$ cat src/rtl/example.sv
// ---------------------------------------------------------------------------
// example -- synchronous single-clock FIFO with a registered read port.
//
// Words are returned in the order they were written. A write is taken on a
// rising edge when wr_en=1 and the FIFO is not full; a read is taken when
// rd_en=1 and the FIFO is not empty. Both decisions use the flag values held
// before the edge. A taken read loads rd_data one cycle later, and rd_data
// holds its value on every other cycle. When both requests arrive while
// full, only the read is taken. When both requests arrive while empty, only
// the write is taken.
//
// Parameters:
//   DATA_W  data word width in bits                (default 8)
//   DEPTH   number of entries, power of two, >= 2  (default 16)
//
// Ports:
//   clk        in   single clock, rising-edge active
//   rst        in   synchronous active-high reset, overrides wr_en/rd_en
//   wr_en      in   write request
//   wr_data    in   write data, DATA_W bits
//   rd_en      in   read request
//   rd_data    out  registered read data, DATA_W bits
//   full       out  registered, high when count == DEPTH
//   empty      out  registered, high when count == 0
//   count      out  registered occupancy, clog2(DEPTH)+1 bits
//   overflow   out  sticky: wr_en seen while full   (EXAMPLE_STATUS_EN only)
//   underflow  out  sticky: rd_en seen while empty  (EXAMPLE_STATUS_EN only)
//
// Build option:
//   EXAMPLE_STATUS_EN  when defined, adds the sticky overflow/underflow
//                      outputs. When undefined, the ports and their logic
//                      are absent.
// ---------------------------------------------------------------------------
module example #(
    parameter int DATA_W = 8,
    parameter int DEPTH  = 16
) (
    input  logic                       clk,
    input  logic                       rst,
    input  logic                       wr_en,
    input  logic [DATA_W-1:0]          wr_data,
    input  logic                       rd_en,
    output logic [DATA_W-1:0]          rd_data,
    output logic                       full,
    output logic                       empty,
`ifdef EXAMPLE_STATUS_EN
    output logic                       overflow,
    output logic                       underflow,
`endif
    output logic [$clog2(DEPTH):0]     count
);

    localparam int AW = $clog2(DEPTH);
    localparam int CW = AW + 1;

    // Occupancy value that means "full", sized to the count register.
    localparam logic [CW-1:0] FULL_CNT = CW'(DEPTH);

    logic [DATA_W-1:0] mem [DEPTH];
    logic [AW-1:0]     wr_ptr;
    logic [AW-1:0]     rd_ptr;
    logic [CW-1:0]     count_next;
    logic              wr_acc;
    logic              rd_acc;

    // The registered flags gate acceptance. A write while full is dropped
    // even when a read is taken on the same edge. A read while empty is
    // dropped even when a write is taken on the same edge.
    assign wr_acc = wr_en && !full;
    assign rd_acc = rd_en && !empty;

    // NOTE: combinational logic uses blocking '=' with a default assignment
    // first, so every path assigns count_next and no latch is inferred.
    always_comb begin
        count_next = count;
        unique case ({wr_acc, rd_acc})
            2'b10:   count_next = count + CW'(1);
            2'b01:   count_next = count - CW'(1);
            default: count_next = count;
        endcase
    end

    // NOTE: storage has no reset. The pointers are reset instead, so stale
    // words left from before a reset can never be addressed for reading.
    // Leaving the array unreset lets it map onto plain RAM.
    always_ff @(posedge clk) begin
        if (wr_acc) begin
            mem[wr_ptr] <= wr_data;
        end
    end

    // Pointers, read data and status. The pointers wrap naturally because
    // DEPTH is a power of two.
    // NOTE: sequential state uses non-blocking '<=', so every register in
    // this block samples values from before the edge.
    always_ff @(posedge clk) begin
        if (rst) begin
            wr_ptr  <= '0;
            rd_ptr  <= '0;
            rd_data <= '0;
            count   <= '0;
            full    <= 1'b0;
            empty   <= 1'b1;
        end else begin
            if (wr_acc) begin
                wr_ptr <= wr_ptr + AW'(1);
            end
            if (rd_acc) begin
                rd_ptr  <= rd_ptr + AW'(1);
                rd_data <= mem[rd_ptr];
            end
            count <= count_next;
            // Flags are decoded from the next count. They change on the
            // same edge as the operation, yet stay plain registers.
            full  <= (count_next == FULL_CNT);
            empty <= (count_next == '0);
        end
    end

`ifdef EXAMPLE_STATUS_EN
    // Sticky error flags record any request made against the current
    // flags, including dropped requests. Only rst clears them.
    always_ff @(posedge clk) begin
        if (rst) begin
            overflow  <= 1'b0;
            underflow <= 1'b0;
        end else begin
            if (wr_en && full) begin
                overflow <= 1'b1;
            end
            if (rd_en && empty) begin
                underflow <= 1'b1;
            end
        end
    end
`endif

endmodule

$ cat config.mk
export PLATFORM = sky130hd
export DESIGN_NAME = example
export DESIGN_NICKNAME = d
export VERILOG_FILES = /design/src/rtl/example.sv
export SDC_FILE = /design/constraint.sdc
export NUM_CORES = 1
export LEC_CHECK = 0
export ABC_CLOCK_PERIOD_IN_PS = 2250
export CAP_MARGIN = 0
export CORE_ASPECT_RATIO = 1.2
export CORE_UTILIZATION = 50
export CTS_CLUSTER_SIZE = 28
export DETAILED_ROUTE_END_ITERATION = 10
export PLACE_DENSITY_LB_ADDON = 0.08
export RECOVER_POWER = 25
export SYNTH_ARGS = -nofsm -noshare
export SYNTH_HDL_FRONTEND = slang
export SYNTH_SLANG_ARGS = --single-unit
$ cat constraint.sdc
create_clock -name clk -period 2.25 [get_ports clk]
set_input_delay 0.45 -clock clk [delete_from_list [all_inputs] [get_ports clk]]
set_output_delay 0.45 -clock clk [all_outputs]
set_load 0.03 [all_outputs]
Word level (Yosys, flattened, before mapping):

Memories as Yosys holds them, arrays and structs flattened. A register that Yosys moved wholly into a read port is not among the register bits.
Index checks and enable logic that the tools add are counted.

* bits in writable memories: 128
* logic and storage cells: 21
* memories: 1
* output and inout port bits: 15
* flip-flop bits (word level): 15

Memory list
* mem: depth 16, width 8, read ports 1, clocked after memory_dff 1, write ports 1, RTL line 59 `logic [DATA_W-1:0] mem [DEPTH];`

* equality and inequality tests: 3
* muxes and demuxes: 3
* $add $sub $neg: 4
* reduce and logical (&&, ||, !) cells: 5

Operator list (number)
* 5-bit case mux with 2 select lines: 1
* 4-bit by 1-bit adder with 4-bit output, second input constant: 2
* 5-bit by 1-bit adder with 5-bit output, second input constant: 1
* 5-bit equality test, second input constant: 1
* 5-bit logical NOT: 1
* 5-bit by 1-bit subtractor with 5-bit output, second input constant: 1
* 2-bit by 1-bit equality test with 1-bit output, second input constant: 1
* 2-bit equality test, second input constant: 1
* 1-bit logical AND: 2
* 1-bit logical NOT: 2
* 1-bit two-way mux: 2

Longest topological paths before layout:

Gate-level depths: netlist of the first run.

* word-level depth: 5
* gate-level depth with buffers: 11
* mapped depth without buffers: 10

Worst setup path before layout of the first run:

OpenSTA, ideal clock, no wires.

* path kind: register to register
* start point: reg full
* end point: reg full
* buffers on the path: 1
* arrival time: 2199 ps
* slack: -37 ps
* cell stages (with the launch flop): 11
* path through: dfxtp_1 -> nor2b_1 -> buf_4 -> inv_2 -> nand2_1 -> xnor2_1 -> ha_1 -> or4_4 -> a31oi_4 -> xnor2_1 -> nor4_2

* cells in the longest elaborated chain, start to end: 5
* elaborated cells between the ends (all ways): 6
* classes of those cells: eq/ne (3); mux (1); reduce/logical (2)

RTL lines
* start, declared: RTL line 44 `output logic full,`
* start signal, assigned: RTL line 115 `full <= (count_next == FULL_CNT);`
* 1-bit logical NOT (*): RTL line 69 `assign wr_acc = wr_en && !full;`
* 1-bit logical AND (*): RTL line 69
* 2-bit by 1-bit equality test with 1-bit output or 2-bit equality test (tied branches): RTL line 76 `unique case ({wr_acc, rd_acc})`
* 5-bit case mux with 2 select lines (*): RTL line 76
* 5-bit equality test (*): RTL line 115

Every way passes the cells marked *; elsewhere a longest branch is shown, timed or not.
A chain may end at the register's enable or synchronous reset.

Worst setup path in the final report of the first run:

* start point: in wr_en
* end point: reg empty

* cells in the longest elaborated chain, start to end: 4
* elaborated cells between the ends (all ways): 5
* classes of those cells: eq/ne (2); mux (1); reduce/logical (2)

RTL lines
* start, declared: RTL line 40 `input logic wr_en,`
* 1-bit logical AND (*): RTL line 69
* 2-bit by 1-bit equality test with 1-bit output or 2-bit equality test (tied branches): RTL line 76
* 5-bit case mux with 2 select lines (*): RTL line 76
* 5-bit logical NOT (*): RTL line 116 `empty <= (count_next == '0);`
* end signal, assigned: RTL line 116
* end, declared: RTL line 45 `output logic empty,`

Marks and branches as above.

==> flow_metrics.env, run 1 <==
export IMPL_drc=0
export IMPL_synthesis_nets=362
export IMPL_period_share_pct=96.6
export IMPL_cts_sinks=151
export IMPL_grt_remaining_overflow=0
export IMPL_clock_latency_ns=0.41
export IMPL_grt_pass1_vias=3189
export IMPL_synth_adder_area_share_pct=1.46
export IMPL_core_area_sq_um=11600
export IMPL_synthCells=343
export IMPL_synthTopCellsByCount="edfxtp_1 (128), mux4_2 (32), nor2_1 (31), dfxtp_1 (23), a21oi_1 (21)"
export IMPL_dieArea_sq_um=12400
export IMPL_synth_top_cell_by_area="edfxtp_1"
export IMPL_status="completed"
export IMPL_cts_root_buf="clkbuf_16"
export IMPL_die_width_microns=102
export IMPL_cts_buffers=17
export IMPL_h_tree_depth=4
export IMPL_period_needed_ns=2.17
export IMPL_die_h_microns=122
export IMPL_synth_seq_cells=151
export IMPL_synth_compound_area_share_pct=5.11
export IMPL_drv_slew=0
export IMPL_async_flop_share_pct=0
export IMPL_dr_pass1_iters=5
export IMPL_yosysMostFrequentCell="edfxtp_1"
export IMPL_totalWireLength_microns=11600
export IMPL_cts_hold_buf=0
export IMPL_port_buffers=26
export IMPL_worst_setup_path_type="in2reg"
export IMPL_p_leak_nw=2.42
export IMPL_power_density_nw_per_um2=974
export IMPL_pre_cts_ws_ns=-0.502
export IMPL_max_slew_margin_rel_pct=58.8
export IMPL_gp_congestion=0.796
export IMPL_synth_area_per_cell_sq_um=17.5
export IMPL_dpl_hpwl_microns=7300
export IMPL_ios=27
export IMPL_drtIter0Drc=183
export IMPL_synth_top_area_share_pct=64.0
export IMPL_arrival_ns=2.49
export IMPL_final_area_sq_um=7320
export IMPL_setup_worst_path_start_class="input port"
export IMPL_whs_ns=0.492
export IMPL_synth_edf_count=128
export IMPL_ant_nets=0
export IMPL_antenna_cells=0
export IMPL_synth_xor_area_share_pct=1.61
export IMPL_yosys_warnings=0
export IMPL_syn2layout_area_growth_pct=22.0
export IMPL_hold_viol_final=0
export IMPL_cts_tree="done"
export IMPL_synth_seq_area_share_pct=71.7
export IMPL_crit_required_ns=2.57
export IMPL_clock_path_buffers=2
export IMPL_cap_violations=0
export IMPL_tightest_slew_ns=0.616
export IMPL_critPathMaxFanout=4
export IMPL_crit_path_end_kind="flip-flop"
export IMPL_skew_ns=0.00402
export IMPL_start_util_pct=51.6
export IMPL_synthMuxAreaShare_pct=12.2
export IMPL_rows=43
export IMPL_synth_top_family_by_area="multiplexers"
export IMPL_avgRoutedWirePerCell_microns=20.2
export IMPL_grt_pass1_wl_microns=17900
export IMPL_vias_per_cell=5.57
export IMPL_synthTopCellsByArea="edfxtp_1 (64%), mux4_2 (12%), dfxtp_1 (7.7%)"
export IMPL_r2r_slack_ns=0.22
export IMPL_min_path_type="reg2reg"
export IMPL_grt_start_max_net_pins=36
export IMPL_synthFlopType="edfxtp_1"
export IMPL_final_util_pct=63.0
export IMPL_gr_usage_all_layers_pct=20.6
export IMPL_max_freq_mhz=460
export IMPL_clk_pin_slew_ns=0.06
export IMPL_post_dp_cell_area_sq_um=6660
export IMPL_yosys_area_share_simple_pct=5.67
export IMPL_antenna_found_initial=0
export IMPL_irDropWorstVdd_mv=0.551
export IMPL_post_route_worst_setup_slack_ns=0.0774
export IMPL_final_nets=424
export IMPL_ys_types=37
export IMPL_drive_above_1_share_pct=27.8
export IMPL_num_vias=3200
export IMPL_synthesis_area_sq_um=6000
export IMPL_cts_setup_buffers=0
export IMPL_setup_viol=0
[metrics by stage]
step	cells	setup TNS [ns]	power (mW)
after floorplan	343	0	3.98
after global placement	543	-1.66	4.33
after detailed placement	543	-1.94	4.35
after CTS	574	0	7.14
after global routing	574	-0.0160	7.39
final	574	0	7.13
[cells by family (layout without fill, tap and decap cells)]
kind of cell	count (synthesis)	count (layout)
flops	151	151
simple gates	70	70
compound gates	46	46
mux	33	33
buf+inv	25	99
xor+xnor	11	11
fa+ha+maj	7	7
[sequential cells by signal, indices dropped and copies added, names as in the netlist]
name and count:
full 1, count 5, mem 128, rd_data 8, wr_ptr 4, empty 1, rd_ptr 4
[where the power goes]
part           internal [mW]  switching (mW)
clock                   1.74            1.05
combinational          0.556           0.561
sequential              3.14          0.0859
[routing by layer]
layer / vias up / track usage, % / wire, microns
met5: - / 0 / 0
li1: 1465 / - / -
met1: 1636 / 27.0 / 4900
met4: 0 / 7.59 / 95
met3: 7 / 3.27 / 546
met2: 92 / 34.6 / 6040
[cells in the final DEF (no fill, tap or decap), types with 4 or more instances in the layout]
master	Yosys	routed
nor2b_1	5	4
nor3_1	8	6
nand2_1	12	11
nand2b_1	4	4
xnor2_1	6	4
dfxtp_1	23	21
a21oi_1	21	20
mux4_2	32	32
edfxtp_1	128	128
clkbuf_16	0	17
nor2_1	31	31
a22oi_1	16	16
inv_1	4	4
xor2_1	5	5
clkdlybuf4s50_1	0	21
buf_4	2	34
dlygate4sd3_1	0	5
ha_1	7	5
[critical path, cell delays in order]
cell,delay [ns]
clkdlybuf4s50_1,0.47
nor2b_4,0.18
inv_4,0.06
nand2_2,0.09
xnor2_2,0.08
ha_4,0.20
a21oi_4,0.13
a21boi_4,0.22
o211a_1,0.19
o31ai_2,0.06
buf_4,0.15
o31ai_1,0.21
[what timing repair did]
item	in CTS	in global routing
pin swaps	0	3
endpoints found under the hold margin	0	0
cloned	0	0
endpoints found under the setup margin	3	2
resized for setup	2	12
[worst paths after layout]
kind / from / to / cells after the start
setup / recovery: wr_en / empty / 12
hold / removal: rd_data[5] / rd_data[5] / 2
setup reg to reg: empty / empty / 11
hold reg to reg: rd_data[5] / rd_data[5] / 2
[area by class of cell]
cell class	instances	area, sq um
flip-flops and latches	151	4310
fillers	850	4300
multi-input cells	167	1650
repair buffers	62	556
clock buffers	19	433
well taps	157	196
clock inverters	12	153
inverters	6	25.0
Note: power is estimated with default switching activity, not from simulation.
==> run 2, diff against run 1 <==
--- a/config.mk
+++ b/config.mk
@@ -5,7 +5,7 @@
 export SDC_FILE = /design/constraint.sdc
 export NUM_CORES = 1
 export LEC_CHECK = 0
-export ABC_CLOCK_PERIOD_IN_PS = 2250
+export ABC_CLOCK_PERIOD_IN_PS = 2050
 export CAP_MARGIN = 0
 export CORE_ASPECT_RATIO = 1.2
 export CORE_UTILIZATION = 50
==> constraint.sdc (replaced) <==
create_clock -name clk -period 2.05 [get_ports clk]
set_input_delay 0.41 -clock clk [delete_from_list [all_inputs] [get_ports clk]]
set_output_delay 0.41 -clock clk [all_outputs]
set_load 0.03 [all_outputs]
==> run 2 against run 1 <==
Against the previous run: the run now ends with setup timing left; global-route usage increased by 0.26 points; non-clock buffer count increased by 6; setup slack got worse by 0.13 ns; total power increased by 12%; final area increased by 1.9%; via count increased by 1.1%; sequential power increased by 9.6%; cell count increased by 1.2%; combinational power increased by 18%; register-to-register slack got worse by 0.27 ns; worst hold slack got worse by 0.0025 ns; largest cell class unchanged.
==> flow_metrics.env, run 2 (synthesized netlist as in run 1, its figures left out) <==
export IMPL_gp_congestion=0.794
export IMPL_dpl_hpwl_microns=7660
export IMPL_grt_busiest_layer="met2"
export IMPL_dp_cells=542
export IMPL_crit_required_ns=2.34
export IMPL_grt_start_max_net_pins=36
export IMPL_p_switching_mw=2.06
export IMPL_drv_slew=0
export IMPL_rsz0062_at_grt="true"
export IMPL_regArea_sq_um=4310
export IMPL_final_nets=430
export IMPL_post_route_worst_setup_slack_ns=-0.0493
export IMPL_min_from="rd_data[7]"
export IMPL_drive_above_1_share_pct=30.0
export IMPL_whs_ns=0.489
export IMPL_p_leak_nw=2.55
export IMPL_grt_remaining_overflow=0
export IMPL_num_vias=3236
export IMPL_setup_worst_path_start_class="flip-flop"
export IMPL_max_freq_mhz=476
export IMPL_grtUsageMet1_pct=27.4
export IMPL_period_needed_ns=2.10
export IMPL_fillCellCount=834
export IMPL_slowest_stage="or4_4"
export IMPL_critPathMaxFanout=4
export IMPL_setup_viol=3
export IMPL_swShare_pct=25.7
export IMPL_grt_pass1_wl_microns=18200
export IMPL_pre_cts_ws_ns=-0.630
export IMPL_hold_viol_final=0
export IMPL_layout_common_cells="edfxtp_1 (128), buf_4 (37), mux4_2 (32), nor2_1 (31), dfxtp_1 (21)"
export IMPL_gr_usage_all_layers_pct=20.8
export IMPL_min_path_type="reg2reg"
export IMPL_multiInputGateArea_sq_um=1690
export IMPL_avgRoutedWirePerCell_microns=20.0
export IMPL_power_density_nw_per_um2=1070
export IMPL_largest_register="mem"
export IMPL_status="finished with violations"
export IMPL_rr_endpoint="full"
export IMPL_cts_root_buf="clkbuf_16"
export IMPL_clock_latency_ns=0.42
export IMPL_final_area_sq_um=7460
export IMPL_dr_pass1_iters=4
export IMPL_worstPathCellList="nand2b_4 > inv_4 > nand2_4 > xnor2_4 > ha_4 > or4_4 > a31oi_4 > buf_6 > xnor2_2 > nor4_2"
export IMPL_cts_sinks=151
export IMPL_final_util_pct=64.2
export IMPL_crit_path_end_kind="flip-flop"
export IMPL_seqPwrFrac_pct=44.0
export IMPL_rows=43
export IMPL_clkPwrFrac_pct=39.5
export IMPL_hold_depth=2
export IMPL_die_h_microns=122
export IMPL_tightest_slew_ns=0.580
export IMPL_power_mw=8.02
export IMPL_worst_setup_path_type="reg2reg"
export IMPL_clk_pin_slew_ns=0.06
export IMPL_arrival_ns=2.38
export IMPL_die_width_microns=102
export IMPL_totalWireLength_microns=11600
export IMPL_cap_violations=0
export IMPL_cts_buffers=17
export IMPL_dieArea_sq_um=12400
export IMPL_irDropWorstVdd_mv=0.601
export IMPL_ios=27
export IMPL_period_share_pct=102
export IMPL_p_int_mw=5.96
export IMPL_comb_power_share_pct=16.5
export IMPL_cts_tree="done"
export IMPL_max_stage_delay_ns=0.52
export IMPL_violations="setup timing"
export IMPL_reg_top3="mem (128), rd_data (8), count (5)"
export IMPL_cp_depth=10
export IMPL_use_met3_pct=4.42
export IMPL_antenna_cells=0
export IMPL_largest_reg_flops=128
export IMPL_grt_pass1_vias=3246
export IMPL_port_buffers=26
export IMPL_drtIter0Drc=283
export IMPL_worst_hold_path_endpoint="rd_data[7]"
export IMPL_start_util_pct=51.6
export IMPL_skew_ns=0.00677
export IMPL_final_common_cell="edfxtp_1"
export IMPL_ant_nets=0
export IMPL_h_tree_depth=4
export IMPL_r2r_slack_ns=-0.05
export IMPL_vias_per_cell=5.57
export IMPL_r2r_cells=10
export IMPL_fin_tns_setup_ns=-0.138
export IMPL_cp_num_buf_inv=2
export IMPL_post_dp_cell_area_sq_um=6670
export IMPL_max_slew_margin_rel_pct=61.2
export IMPL_use_met2_pct=33.9
export IMPL_fin_cells=581
export IMPL_core_area_sq_um=11600
export IMPL_r2r_start="empty"
export IMPL_cp_top_family="simple AND/OR/NAND/NOR gates"
export IMPL_clock_path_buffers=2
export IMPL_cts_hold_buf=0
export IMPL_antenna_found_initial=0
export IMPL_drc=0
export IMPL_syn2layout_area_growth_pct=24.3
[run 2: cell types whose count changed in the layout (fill, tap and decap cells not counted), sizes merged]
cell,change
inv,+7
buf,+6
clkdlybuf4s50,-6
dlymetal6s2s,+4
clkbuf,-2
clkinv,-2
dlygate4sd2,+2
bufinv,-1
clkinvlp,-1
[run 2: routing by layer]
metal | wire (microns) | share of wire [%] | up-vias
met4 | 163 | 1.4 | 0
met3 | 431 | 3.7 | 17
li1 | - | - | 1483
met2 | 5960 | 51 | 89
met1 | 5060 | 44 | 1647
met5 | 0 | 0 | -
[run 2: final cells by class]
| cell class | instances | area share [%] |
|---|---|---|
| sequential | 151 | 57.7 |
| multi-input combinational | 167 | 22.6 |
| timing repair buffer | 68 | 8.53 |
| clock buffer | 17 | 5.70 |
| tap | 157 | 2.63 |
| clock inverter | 15 | 2.43 |
| inverter | 6 | 0.369 |
[run 2: worst max-delay path by stage]
stage / startpoint / endpoint / slack (ns)
4_1_cts: wr_en / empty / -0.03
3_3_place_gp: wr_en / full / -0.59
5_1_grt: empty / empty / -0.14
2_1_floorplan: wr_en / full / -0.12
3_5_place_dp: wr_en / empty / -0.63
6_report: empty / full / -0.05
[run 2: power groups by stage]
| stage | registers (mW) | logic [mW] | clock network (mW) |
|---|---|---|---|
| final | 3.53 | 1.32 | 3.17 |
| after global placement | 3.58 | 1.19 | 0 |
| after floorplan | 3.67 | 0.705 | 0 |
| after detailed placement | 3.59 | 1.20 | 0 |
| after global routing | 3.54 | 1.43 | 3.34 |
| after CTS | 3.53 | 1.25 | 3.21 |
[run 2: repair_timing]
action	CTS	global route
setup endpoints to repair	4	4
gates resized for setup	13	12
setup buffers	2	5
pin swaps	6	6
endpoints found under the hold margin	0	0
[run 2: worst reg2reg max path, cell delays in order (launching register included)]
cell and delay (ns):
dfxtp_1 0.31, nand2b_4 0.15, inv_4 0.08, nand2_4 0.08, xnor2_4 0.15, ha_4 0.17
or4_4 0.52, a31oi_4 0.23, buf_6 0.13, xnor2_2 0.11, nor4_2 0.05
==> run 3, diff against run 2 <==
--- a/config.mk
+++ b/config.mk
@@ -11,6 +11,7 @@
 export CORE_UTILIZATION = 50
 export CTS_CLUSTER_SIZE = 28
 export DETAILED_ROUTE_END_ITERATION = 10
+export GPL_ROUTABILITY_DRIVEN = 0
 export PLACE_DENSITY_LB_ADDON = 0.08
 export RECOVER_POWER = 25
 export SYNTH_ARGS = -nofsm -noshare
==> results of run 3 <==
Same layout as run 2: the final DEF is identical, and so are final timing and power.
